===== src/rtl/contact_bounce_emulator_if.sv =====
// Request/response bundle between a bounce-emulator client and the emulator.
// Combinational wires only; the master issues start/target_level and receives the emulated contact plus status.
interface contact_bounce_emulator_if;
  logic start;
  logic target_level;
  logic bounce_out;
  logic busy;
  logic done;

  modport master (output start, target_level, input bounce_out, busy, done);
  modport slave  (input start, target_level, output bounce_out, busy, done);
endinterface


===== src/rtl/contact_bounce_emulator.sv =====
// Contact-bounce stimulus source: target edge, 2*BOUNCE_PAIRS spaced toggles, settle hold, done pulse; start ignored while busy.
// Gaps are MIN_GAP + (lfsr & GAP_MASK) when CONTACT_BOUNCE_EMULATOR_RANDOM_EN is defined, otherwise exactly MIN_GAP.
module contact_bounce_emulator #(
  parameter int unsigned BOUNCE_PAIRS  = 3,
  parameter int unsigned MIN_GAP       = 16,
  parameter logic [15:0] GAP_MASK      = 16'h00FF,
  parameter int unsigned SETTLE_CYCLES = 20000,
  parameter logic [15:0] SEED          = 16'hACE1
) (
  input logic                        clk,
  input logic                        as_reset_n,
  contact_bounce_emulator_if.slave   bus
);

`ifdef CONTACT_BOUNCE_EMULATOR_RANDOM_EN
  localparam bit RANDOM_EN = 1'b1;
`else
  localparam bit RANDOM_EN = 1'b0;
`endif

  typedef enum logic [1:0] {IDLE, BOUNCE, SETTLE} state_t;

  localparam logic [15:0] SEED_NZ      = (SEED == 16'h0000) ? 16'h0001 : SEED;
  localparam logic [15:0] EFF_MASK     = RANDOM_EN ? GAP_MASK : 16'h0000;
  localparam logic [15:0] MIN_GAP_W    = 16'(MIN_GAP);
  localparam logic [8:0]  TOGGLES_INIT = 9'(2 * BOUNCE_PAIRS);
  localparam logic [19:0] SETTLE_W     = 20'(SETTLE_CYCLES);

  state_t      state_q, state_d;
  logic [15:0] lfsr_q, lfsr_d;
  logic [15:0] gap_q, gap_d;
  logic [15:0] gap_val;
  logic [8:0]  toggles_q, toggles_d;
  logic [19:0] settle_q, settle_d;
  logic        bounce_q, bounce_d;
  logic        done_q, done_d;

  // Fibonacci x^16+x^14+x^13+x^11+1; runs in every state, so the gap sequence depends on request timing.
  assign lfsr_d  = {lfsr_q[14:0], lfsr_q[15] ^ lfsr_q[13] ^ lfsr_q[12] ^ lfsr_q[10]};
  assign gap_val = MIN_GAP_W + (lfsr_q & EFF_MASK);

  always_comb begin
    state_d   = state_q;
    bounce_d  = bounce_q;
    done_d    = 1'b0;
    gap_d     = gap_q;
    toggles_d = toggles_q;
    settle_d  = settle_q;
    case (state_q)
      IDLE: begin
        if (bus.start) begin
          if (bus.target_level != bounce_q) begin
            bounce_d  = bus.target_level;
            toggles_d = TOGGLES_INIT;
            if (BOUNCE_PAIRS == 0) begin
              settle_d = SETTLE_W;
              state_d  = SETTLE;
            end else begin
              gap_d   = gap_val;
              state_d = BOUNCE;
            end
          end else begin
            done_d = 1'b1;
          end
        end
      end
      BOUNCE: begin
        // A counter loaded with G expires on the G-th edge after loading.
        if (gap_q == 16'd1) begin
          bounce_d  = ~bounce_q;
          toggles_d = toggles_q - 9'd1;
          if (toggles_q == 9'd1) begin
            settle_d = SETTLE_W;
            state_d  = SETTLE;
          end else begin
            gap_d = gap_val;
          end
        end else begin
          gap_d = gap_q - 16'd1;
        end
      end
      SETTLE: begin
        if (settle_q == 20'd1) begin
          done_d  = 1'b1;
          state_d = IDLE;
        end else begin
          settle_d = settle_q - 20'd1;
        end
      end
      default: state_d = IDLE;
    endcase
  end

  always_ff @(posedge clk or negedge as_reset_n) begin
    if (!as_reset_n) begin
      state_q   <= IDLE;
      lfsr_q    <= SEED_NZ;
      gap_q     <= '0;
      toggles_q <= '0;
      settle_q  <= '0;
      bounce_q  <= 1'b0;
      done_q    <= 1'b0;
    end else begin
      state_q   <= state_d;
      lfsr_q    <= lfsr_d;
      gap_q     <= gap_d;
      toggles_q <= toggles_d;
      settle_q  <= settle_d;
      bounce_q  <= bounce_d;
      done_q    <= done_d;
    end
  end

  assign bus.bounce_out = bounce_q;
  assign bus.busy       = (state_q != IDLE);
  assign bus.done       = done_q;

endmodule


===== src/flat_wrapper.sv =====
// flat-port wrapper written by rule: the top's interface ports become plain ports
module contact_bounce_emulator_flat 
#(
  parameter int unsigned BOUNCE_PAIRS  = 3,
  parameter int unsigned MIN_GAP       = 16,
  parameter logic [15:0] GAP_MASK      = 16'h00FF,
  parameter int unsigned SETTLE_CYCLES = 20000,
  parameter logic [15:0] SEED          = 16'hACE1
)
  (clk, as_reset_n, bus_start, bus_target_level, bus_bounce_out, bus_busy, bus_done);
  contact_bounce_emulator_if bus_i ();
  input logic clk;
  input logic as_reset_n;
  input wire logic [$bits(bus_i.start)-1:0] bus_start;
  input wire logic [$bits(bus_i.target_level)-1:0] bus_target_level;
  output wire logic [$bits(bus_i.bounce_out)-1:0] bus_bounce_out;
  output wire logic [$bits(bus_i.busy)-1:0] bus_busy;
  output wire logic [$bits(bus_i.done)-1:0] bus_done;
  assign bus_i.start = bus_start;
  assign bus_i.target_level = bus_target_level;
  assign bus_bounce_out = bus_i.bounce_out;
  assign bus_busy = bus_i.busy;
  assign bus_done = bus_i.done;
  contact_bounce_emulator #(.BOUNCE_PAIRS(BOUNCE_PAIRS), .MIN_GAP(MIN_GAP), .GAP_MASK(GAP_MASK), .SETTLE_CYCLES(SETTLE_CYCLES), .SEED(SEED)) u_core (.clk(clk), .as_reset_n(as_reset_n), .bus(bus_i));
endmodule

===== config.mk =====
export PLATFORM = sky130hd
export DESIGN_NAME = contact_bounce_emulator_flat
export DESIGN_NICKNAME = d
export VERILOG_FILES = /design/src/rtl/contact_bounce_emulator_if.sv /design/src/rtl/contact_bounce_emulator.sv /design/src/flat_wrapper.sv
export SDC_FILE = /design/constraint.sdc
export NUM_CORES = 1
export LEC_CHECK = 0
export CAP_MARGIN = 15
export CORE_MARGIN = 1
export CORE_UTILIZATION = 35
export DETAILED_ROUTE_END_ITERATION = 10
export SYNTH_ARGS = -nofsm -noshare
export SYNTH_HDL_FRONTEND = slang
export SYNTH_SLANG_ARGS = --single-unit

===== constraint.sdc =====
create_clock -name clk -period 6.24 [get_ports clk]
set_input_delay 1.248 -clock clk [delete_from_list [all_inputs] [get_ports clk]]
set_output_delay 1.248 -clock clk [all_outputs]
set_load 0.1 [all_outputs]

==> reports/qor.txt, run 1 <==
post-CTS setup-driven buffer insertion count - 0
GRT Resource Usage Total - 0.1554
clock tree from TritonCTS - yes
measured slew at the worst slew-check pin - 961.1 ps
flip-flop and latch count after synthesis - 49
sequential area share after synthesis - 0.4397
clock tree buffer depth - 2
number of sinks on the clock net - 49
drt drc - 0
Final Util - 0.3923
die extent in y - 91.27 um
areal power density over the cells - 327.5 mW/mm2
Static Leakage - 1.310 nW
via count - 2269
area added between synthesis and finish - 8.704%
type of the tightest min-delay check - flop to flop
vias in the first global route - 2176
predominant post-synthesis flop cell - dfrtp_1
cell at the root of the clock tree - clkbuf_8
area of the mapped netlist - 0.002789 mm2
number of max-slew violations in the final report - 0
min setup slack post-route - 2778 ps
total global routing overflow - 0
worst slack at placement - 2649 ps
Initial Util - 0.3609
most common cell in the netlist - dfrtp_1
normalized max-slew margin - 0.3573
Worst Clk Skew - 13.87 ps
total iterations of the first detailed-routing run - 4
CP startpoint kind - flop
Placement Rows - 32
number of antenna diodes - 0
Design Power - 0.9929 mW
area after detailed placement - 0.002934 mm2
total of max-cap violations - 0
Yosys warning count - 0
maximum ir drop on the vdd rail - 231.1 uV
Post-CTS Resized - 0
Post-synth top cells - 49 x dfrtp_1, 33 x nor2_1, 21 x a21oi_1
Tmin final - 3462 ps
Routed Wire Length - 5900 um
cell count after synthesis - 299
IO Pins - 7
top fanout value on the critical path - 15
Final Wtd Congestion - 0.8425
post-synthesis cell type count - 53
number of DRC markers after the initial detailed-route iteration - 109
Total Neg Setup Slack - 0 ps
Detail Placement HPWL - 4130 um
hold buffer count at CTS - 0
dominant cells by area after synthesis - dfrtp_1 44%, xnor2_1 4.7%, nor2_1 4.4%
vias per cell - 5.589
routed wirelength normalized by instance count - 14.53 um
NumNets Final - 314
Max Clock Freq - 288.9 MHz
antenna violations before repair - 0
wire length of the first global-routing pass - 10450 um
CP arrival - 2210 ps
async set-or-reset flop fraction in the synthesized netlist - 1.000
cell taking the most area after synthesis - dfrtp_1
number of fill cells in the layout - 780
placeable core area - 0.007727 mm2
endpoint type of the worst setup path - primary output
area enclosed by the die boundary - 0.008329 mm2
fraction of layout instances using a drive strength above 1 - 0.07895
result of the run - complete, no violations
Inserted Clock Buffers - 5
mean cell area of the mapped netlist - 9.328 um2
final design area excluding fillers - 0.003032 mm2
setup repair after global routing missed its margin - no
Final period util - 0.5548
Crit Path Class - flop to primary output
CTS clk-pin slew, worst paths - 100 ps
required time of the worst setup path - 4990 ps
pin count of the biggest net entering global routing - 50
quantity of I/O buffers inserted on ports - 6
number of endpoints failing setup at the final stage - 0
die width - 91.27 um
number of flops mapped to enable cells by yosys - 0
Routed Antenna Nets - 0
post-synth net total - 309
count of final hold-check violations - 0
fraction of synthesized cell area taken by the top area cell type - 0.4397
source-to-sink clock delay at the later pin of the worst-skew pair - 310 ps
CTS H-tree depth - 2
==> report_power, final <==
part	switching [mW]	internal [mW]	total, mW
Combinational	0.173	0.131	0.304
Clock	0.107	0.0879	0.195
Sequential	0.0985	0.396	0.494
==> cell families (layout without fill, tap and decap cells) <==
logic type | count (synthesis) | count (layout) | share of synthesized area
multiplexers | 1 | 1 | 0.003589
AO/OA/AOI/OAI | 62 | 62 | 0.1395
buffers and inverters | 20 | 25 | 0.02961
AND/OR/NAND/NOR | 140 | 140 | 0.2947
flip-flops | 49 | 49 | 0.4397
XOR/XNOR | 21 | 21 | 0.06595
adder cells (fa/ha/maj) | 6 | 6 | 0.02692
==> registers in the layout, summed over array words and instances, names as in the netlist <==
register	count
u_core.settle_q	20
u_core.gap_q	16
u_core.toggles_q	9
u_core.state_q	2
u_core.bus.bounce_out	1
u_core.bus.done	1
==> metal layers <==
metal	vias to the layer above	global-route usage	share of wire
met5	-	0	0
met1	1121	0.2192	0.50
met3	6	0.02596	0.034
met4	0	0.05291	0.0081
li1	1109	-	-
met2	33	0.2412	0.46
==> cell usage in the layout, fill, tap and decap left out, drive strengths merged, types with 4 or more instances in the layout <==
cell and n:
o31ai 5, nand2 16, o21ai 16, nor2b 7
or4 9, clkbuf 6, nor4b 6, nor2 33
inv 10, nand3 7, xor2 6, nor3 12
dfrtp 49, ha 6, nand4 7, or3 12
nor4 13, clkdlybuf4s50 5, and3 4, xnor2 15
a21oi 22
==> worst paths after layout <==
check,end,startpoint,slack [ps],cells after the start
min in group asynchronous,u_core.settle_q[5]$_DFFE_PN0P_,as_reset_n,1050,2
worst max-delay path,bus_busy,u_core.state_q[1]$_DFFE_PN0P_,2780,3
max in group asynchronous,u_core.settle_q[3]$_DFFE_PN0P_,as_reset_n,4770,2
worst min register to register,u_core.settle_q[14]$_DFFE_PN0P_,u_core.settle_q[14]$_DFFE_PN0P_,540,2
worst min-delay path,u_core.settle_q[14]$_DFFE_PN0P_,u_core.settle_q[14]$_DFFE_PN0P_,540,2
worst max register to register,u_core.gap_q[4]$_DFFE_PN0P_,u_core.gap_q[1]$_DFFE_PN0P_,3940,8
==> stage by stage <==
stage / hold WS, ps / std cells
after floorplan: 488.3 / 299
after CTS: 546.9 / 405
after global routing: 558.3 / 406
after detailed placement: 517.2 / 398
after global placement: 509.2 / 398
final: 542.7 / 406
==> worst max-delay path: stages, from the launching register on <==
cell and delay (ps):
dfrtp_1 630, nor2_1 100, inv_1 70, clkdlybuf4s50_1 1120
==> layout make-up <==
type / instances / area (um2) / area share
multi-input combinational: 230 / 1480 / 0.4882
sequential: 49 / 1226 / 0.4045
tap: 102 / 127.6 / 0.04210
clock buffer: 6 / 82.58 / 0.02724
timing repair buffer: 8 / 70.07 / 0.02311
inverter: 10 / 37.54 / 0.01238
clock inverter: 1 / 7.507 / 0.002476
Note: power is estimated with default switching activity, not from simulation.
==> inputs of run 2 (changes only) <==
- clock period: 6.24 -> 2.95 ns (I/O delays scaled with it)
==> run 2 against run 1 <==
  * Combinational power is 110% higher
  * Via count is 0.75% higher
  * First-iteration DRC count is 37% lower
  * Register-to-register slack worse by 3400 ps
  * Clock-buffer cell count stayed put
  * Cell count is 1.7% higher
  * Critical path depth is 5 higher
  * Flip-flop and latch count stayed put
  * Die area stayed put
  * Critical endpoint is now u_core.gap_q[5]$_DFFE_PN0P_
==> reports/qor.txt, run 2 (synthesis results as in run 1) <==
CP arrival - 2600 ps
count of final hold-check violations - 0
Placement Rows - 32
quantity of I/O buffers inserted on ports - 6
placeable core area - 0.007727 mm2
endpoint type of the worst setup path - flop
source-to-sink clock delay at the later pin of the worst-skew pair - 300 ps
NumNets Final - 320
Final Wtd Congestion - 0.8244
critical path buffer and inverter count - 2
Detail Placement HPWL - 4406 um
hold buffer count at CTS - 0
highest cell delay on the worst timing path - 530 ps
cell at the root of the clock tree - clkbuf_8
number of DRC markers after the initial detailed-route iteration - 69
Design Power - 2.088 mW
Static Leakage - 1.341 nW
vias in the first global route - 2161
GRT Resource Usage Total - 0.1554
post-CTS setup-driven buffer insertion count - 0
CTS H-tree depth - 2
die width - 91.27 um
fraction of layout instances using a drive strength above 1 - 0.1061
number of fill cells in the layout - 767
Tmin final - 2371 ps
vias per cell - 5.535
setup repair after global routing missed its margin - no
CP startpoint kind - flop
placed cells - 405
antenna violations before repair - 0
clock tree buffer depth - 2
number of max-slew violations in the final report - 0
largest reg by FF count - u_core.settle_q
required time of the worst setup path - 3180 ps
area added between synthesis and finish - 9.780%
area enclosed by the die boundary - 0.008329 mm2
Routed Antenna Nets - 0
drt drc - 0
normalized max-slew margin - 0.6114
via count - 2286
result of the run - complete, no violations
areal power density over the cells - 682.0 mW/mm2
number of sinks on the clock net - 49
Max Clock Freq - 421.8 MHz
clock tree from TritonCTS - yes
largest registers - u_core.settle_q x20, u_core.gap_q x16, u_core.toggles_q x9
Total Neg Setup Slack - 0 ps
number of antenna diodes - 0
highest-count cells in the layout ignoring fill and taps - 49 x dfrtp_1, 33 x nor2_1, 21 x a21oi_1
Initial Util - 0.3609
Worst Clk Skew - 8.090 ps
IO Pins - 7
type of the tightest min-delay check - primary input to asynchronous set/reset pin
measured slew at the worst slew-check pin - 579.0 ps
top fanout value on the critical path - 14
slowest cell on the critical path - o21ai_1
met3 track utilization from global routing - 0.02596
pin count of the biggest net entering global routing - 19
Routed Wire Length - 6077 um
number of endpoints failing setup at the final stage - 0
maximum ir drop on the vdd rail - 612.9 uV
crit-path cells - inv_1 > ha_1 > nor4b_1 > nand4_1 > o21ai_1 > buf_4 > o21ai_1 > a21oi_1
max reg flops - 20
GR Layer Usage met2 - 0.2588
CTS clk-pin slew, worst paths - 90 ps
kind of cell adding the most delay to the critical path - compound AO/OA/AOI/OAI gates
Global Route met1 Usage - 0.2080
Top Usage Layer GRT - met2
commonest non-fill, non-tap cell in the layout - dfrtp_1
Inserted Clock Buffers - 5
Final period util - 0.8037
number of non-filler instances in the completed layout - 413
Post-CTS Resized - 0
total of max-cap violations - 0
Final Util - 0.3962
most numerous cell on the critical path - o21ai_1
routed wirelength normalized by instance count - 14.71 um
Crit Path Class - flop to flop
die extent in y - 91.27 um
total iterations of the first detailed-routing run - 4
wire length of the first global-routing pass - 10350 um
total global routing overflow - 0
run 2: cell count changes in the layout (fill, tap and decap cells not counted):
cell,previous run,this run
clkbuf_8,6,5
buf_4,2,11
clkinvlp_4,1,0
clkinv_2,0,2
clkdlybuf4s50_1,5,2
clkbuf_1,0,1
run 2: per-stage QoR:
stage          hold slack [ps]  area [um2]  setup slack [ps]
5_1_grt                  229.1        3062             411.9
3_5_place_dp             522.4        2979             291.3
4_1_cts                  217.6        3062             601.3
3_3_place_gp             510.1        2979             383.1
2_1_floorplan            294.4        2789             548.0
6_report                 204.1        3062             579.2
run 2: path summary, 6_finish.rpt:
| check | startpoint | to | slack, ps | cells past startpoint |
|---|---|---|---|---|
| worst max register to register | u_core.gap_q[1]$_DFFE_PN0P_ | u_core.gap_q[5]$_DFFE_PN0P_ | 580 | 8 |
| worst max-delay path | u_core.gap_q[1]$_DFFE_PN0P_ | u_core.gap_q[5]$_DFFE_PN0P_ | 580 | 8 |
| worst min-delay path | as_reset_n | u_core.settle_q[7]$_DFFE_PN0P_ | 200 | 1 |
| min in group clk | u_core.gap_q[0]$_DFFE_PN0P_ | u_core.gap_q[0]$_DFFE_PN0P_ | 530 | 1 |
| worst min register to register | u_core.gap_q[0]$_DFFE_PN0P_ | u_core.gap_q[0]$_DFFE_PN0P_ | 530 | 1 |
| max in group asynchronous | as_reset_n | u_core.gap_q[15]$_DFFE_PN0P_ | 2150 | 2 |
run 2: metal layers:
layer | up-vias | wire length [um] | share of wire
met5 | - | 0 | 0
li1 | 1117 | - | -
met2 | 35 | 2813 | 0.46
met4 | 0 | 61 | 0.010
met1 | 1127 | 3018 | 0.50
met3 | 7 | 183 | 0.030
run 2: final cells by class:
class                   count  area [um2]  area share
clock buffers               6       72.57     0.02370
multi-input cells         230        1480      0.4834
flip-flops and latches     49        1226      0.4005
inverters                  10       37.54     0.01226
well taps                 102       127.6     0.04168
clock inverters             2       10.01    0.003269
repair buffers             14       107.6     0.03514
run 2: power breakdown:
| group | switching (mW) | total, mW | internal, mW |
|---|---|---|---|
| sequential | 0.211 | 1.05 | 0.837 |
| combinational | 0.367 | 0.650 | 0.284 |
| clock | 0.226 | 0.390 | 0.165 |
==> patch: new RTL, settings of run 2 <==
Build with the macro `CONTACT_BOUNCE_EMULATOR_RANDOM_EN` defined.
--- a/src/rtl/contact_bounce_emulator.sv
+++ b/src/rtl/contact_bounce_emulator.sv
@@ -1,5 +1,7 @@
 // Contact-bounce stimulus source: target edge, 2*BOUNCE_PAIRS spaced toggles, settle hold, done pulse; start ignored while busy.
 // Gaps are MIN_GAP + (lfsr & GAP_MASK) when CONTACT_BOUNCE_EMULATOR_RANDOM_EN is defined, otherwise exactly MIN_GAP.
+`define CONTACT_BOUNCE_EMULATOR_RANDOM_EN
+
 module contact_bounce_emulator #(
   parameter int unsigned BOUNCE_PAIRS  = 3,
   parameter int unsigned MIN_GAP       = 16,
Function: same outputs for any inputs over 10 cycles, from zero or initial values and one cycle with as_reset_n low; that may be too few to reach the edited logic, so the function may still have changed.
==> patch against run 2 <==
- sequential power rose by 14%
- first-iteration DRC count rose by 84%
- count of clock-buffer cells in the layout rose by 5
- clock skew rose by 0.0057 ns
- cell area rose by 20%
- power rose by 18%
- area after synthesis rose by 18%
- setup slack got worse by 0.16 ns
- critical endpoint is now u_core.settle_q[3]
- synthesized cell count rose by 5.0%
- highest routed layer unchanged
- wire length rose by 2.1%
- sequential cell count rose by 16
==> patch: results (changes against run 2) <==
- Top cells by area, synth: dfrtp_1, dfstp_2, xor2_1, nor2_1, ha_1 (was dfrtp_1, xnor2_1, nor2_1, a21oi_1, ha_1)
- Number of flops mapped to enable cells by yosys: 0 (unchanged)
- Final wirelength: 6200 um (was 6080 um)
- Placed wire-length estimate: 4340 um (was 4410 um)
- Gr usage total: 14.4% (was 15.5%)
- Critical path arrival: 2.75 ns (was 2.60 ns)
- Max Clock Skew: 0.0138 ns (was 0.00809 ns)
- CTS resizes: 0 (unchanged)
- Outcome: completed (unchanged)
- Routability Congestion: 0.819 (was 0.824)
- CTS Buf Count: 9 (was 5)
- Initial antenna violation count: 0 (unchanged)
- Post-synth ARST share: 100% (unchanged)
- Leakage: 1.63 nW (was 1.34 nW)
- Worst slew pin tran: 0.708 ns (was 0.579 ns)
- H-tree Lvls: 3 (was 2)
- Syn Nets: 325 (was 309)
- Clock tree root driver cell: clkbuf_8 (unchanged)
- Largest net degree at the start of global routing: 36 (was 19)
- CP max FO: 9 (was 14)
- Fillers: 912 (was 767)
- Vias in the first global route: 2,266 (was 2,161)
- Synth unique cells: 56 (was 53)
- Clock Pin Slew Worst Setup and Hold Paths: 0.08 ns
- Area share of the largest cell type after synthesis: 43.2% (was 44.0%)
- Later-pin clock latency in the skew report: 0.34 ns (was 0.30 ns)
- Share of layout cells above drive strength 1: 15.8% (was 10.6%)
- Global-route wire length before repair: 11,100 um (was 10,400 um)
- Top flop regs: u_core.settle_q (20), u_core.gap_q (16), u_core.lfsr_q (16) (was u_core.settle_q (20), u_core.gap_q (16), u_core.toggles_q (9))
- DRT iter0 DRCs: 127 (was 69)
- Seq/Total Area, Yosys: 49.6% (was 44.0%)
- Place WS: 0.395 ns (was 0.291 ns)
- Top post-synthesis cells by count: dfrtp_1, nor2_1, xor2_1, nand2_1 (was dfrtp_1, nor2_1, a21oi_1, nand2_1, xnor2_1)
- DR vias: 2,348 (was 2,286)
- Remaining antenna violation count: 0 (unchanged)
- Peak VDD IR: 0.000571 V (was 0.000613 V)
- Fin nets: 336 (was 320)
-- patch: per-stage QoR --
stage | cells | util [%] | instance area (um2)
after floorplan | 314 | - | 3300
after global placement | 425 | 37.9 | 3480
after detailed placement | 425 | 37.9 | 3480
after CTS | 441 | 39.8 | 3660
after global routing | 441 | 39.8 | 3660
final | 441 | 39.8 | 3660
-- patch: kinds of logic after synthesis --
logic type	after synthesis	share of synthesized area, %
AO/OA/AOI/OAI	66	15.3
XOR/XNOR	23	6.11
adder cells (fa/ha/maj)	7	2.66
buffers and inverters	24	3.41
flip-flops	65	49.6
multiplexers	6	1.86
AND/OR/NAND/NOR	123	21.0
-- patch: final cells by class --
type	instances	share of cell area (%)
Inverter	10	1.02
Sequential cell	65	44.7
Clock buffer	11	3.86
Clock inverter	5	1.06
Timing Repair Buffer	14	3.28
Multi-Input combinational cell	225	42.3
Tap cell	111	3.79
-- patch: worst paths after layout --
path	startpoint	to	slack, ns	depth (start not counted)
max	u_core.gap_q[4]	u_core.settle_q[3]	0.42	5
min	as_reset_n	u_core.lfsr_q[9]	0.29	1
max reg2reg	u_core.gap_q[4]	u_core.settle_q[3]	0.42	5
min reg2reg	u_core.lfsr_q[8]	u_core.lfsr_q[9]	0.35	0
max in group asynchronous	as_reset_n	u_core.settle_q[17]	2.03	2
min in group clk	u_core.lfsr_q[8]	u_core.lfsr_q[9]	0.35	0
-- patch: worst max-delay path, stage by stage, from the launching register on --
cell and delay [ns]:
dfrtp_1 0.42, or4_1 0.67, nor4_1 0.52, nand3_1 0.43, o311ai_0 0.23, o41ai_1 0.13
-- patch: where the power goes --
| group | leakage [nW] | internal (mW) | total, mW | switching (mW) |
|---|---|---|---|---|
| Clock | 0.0899 | 0.332 | 0.688 | 0.355 |
| Sequential | 0.836 | 1.03 | 1.20 | 0.161 |
| Combinational | 0.706 | 0.240 | 0.576 | 0.336 |
-- patch: metal layers --
metal	wire [um]	part of all wire, %	global-route usage (%)
met1	3050	49	19.5
met2	2940	47	22.3
met3	116	1.9	2.98
met4	89	1.4	6.79
met5	0	0	0
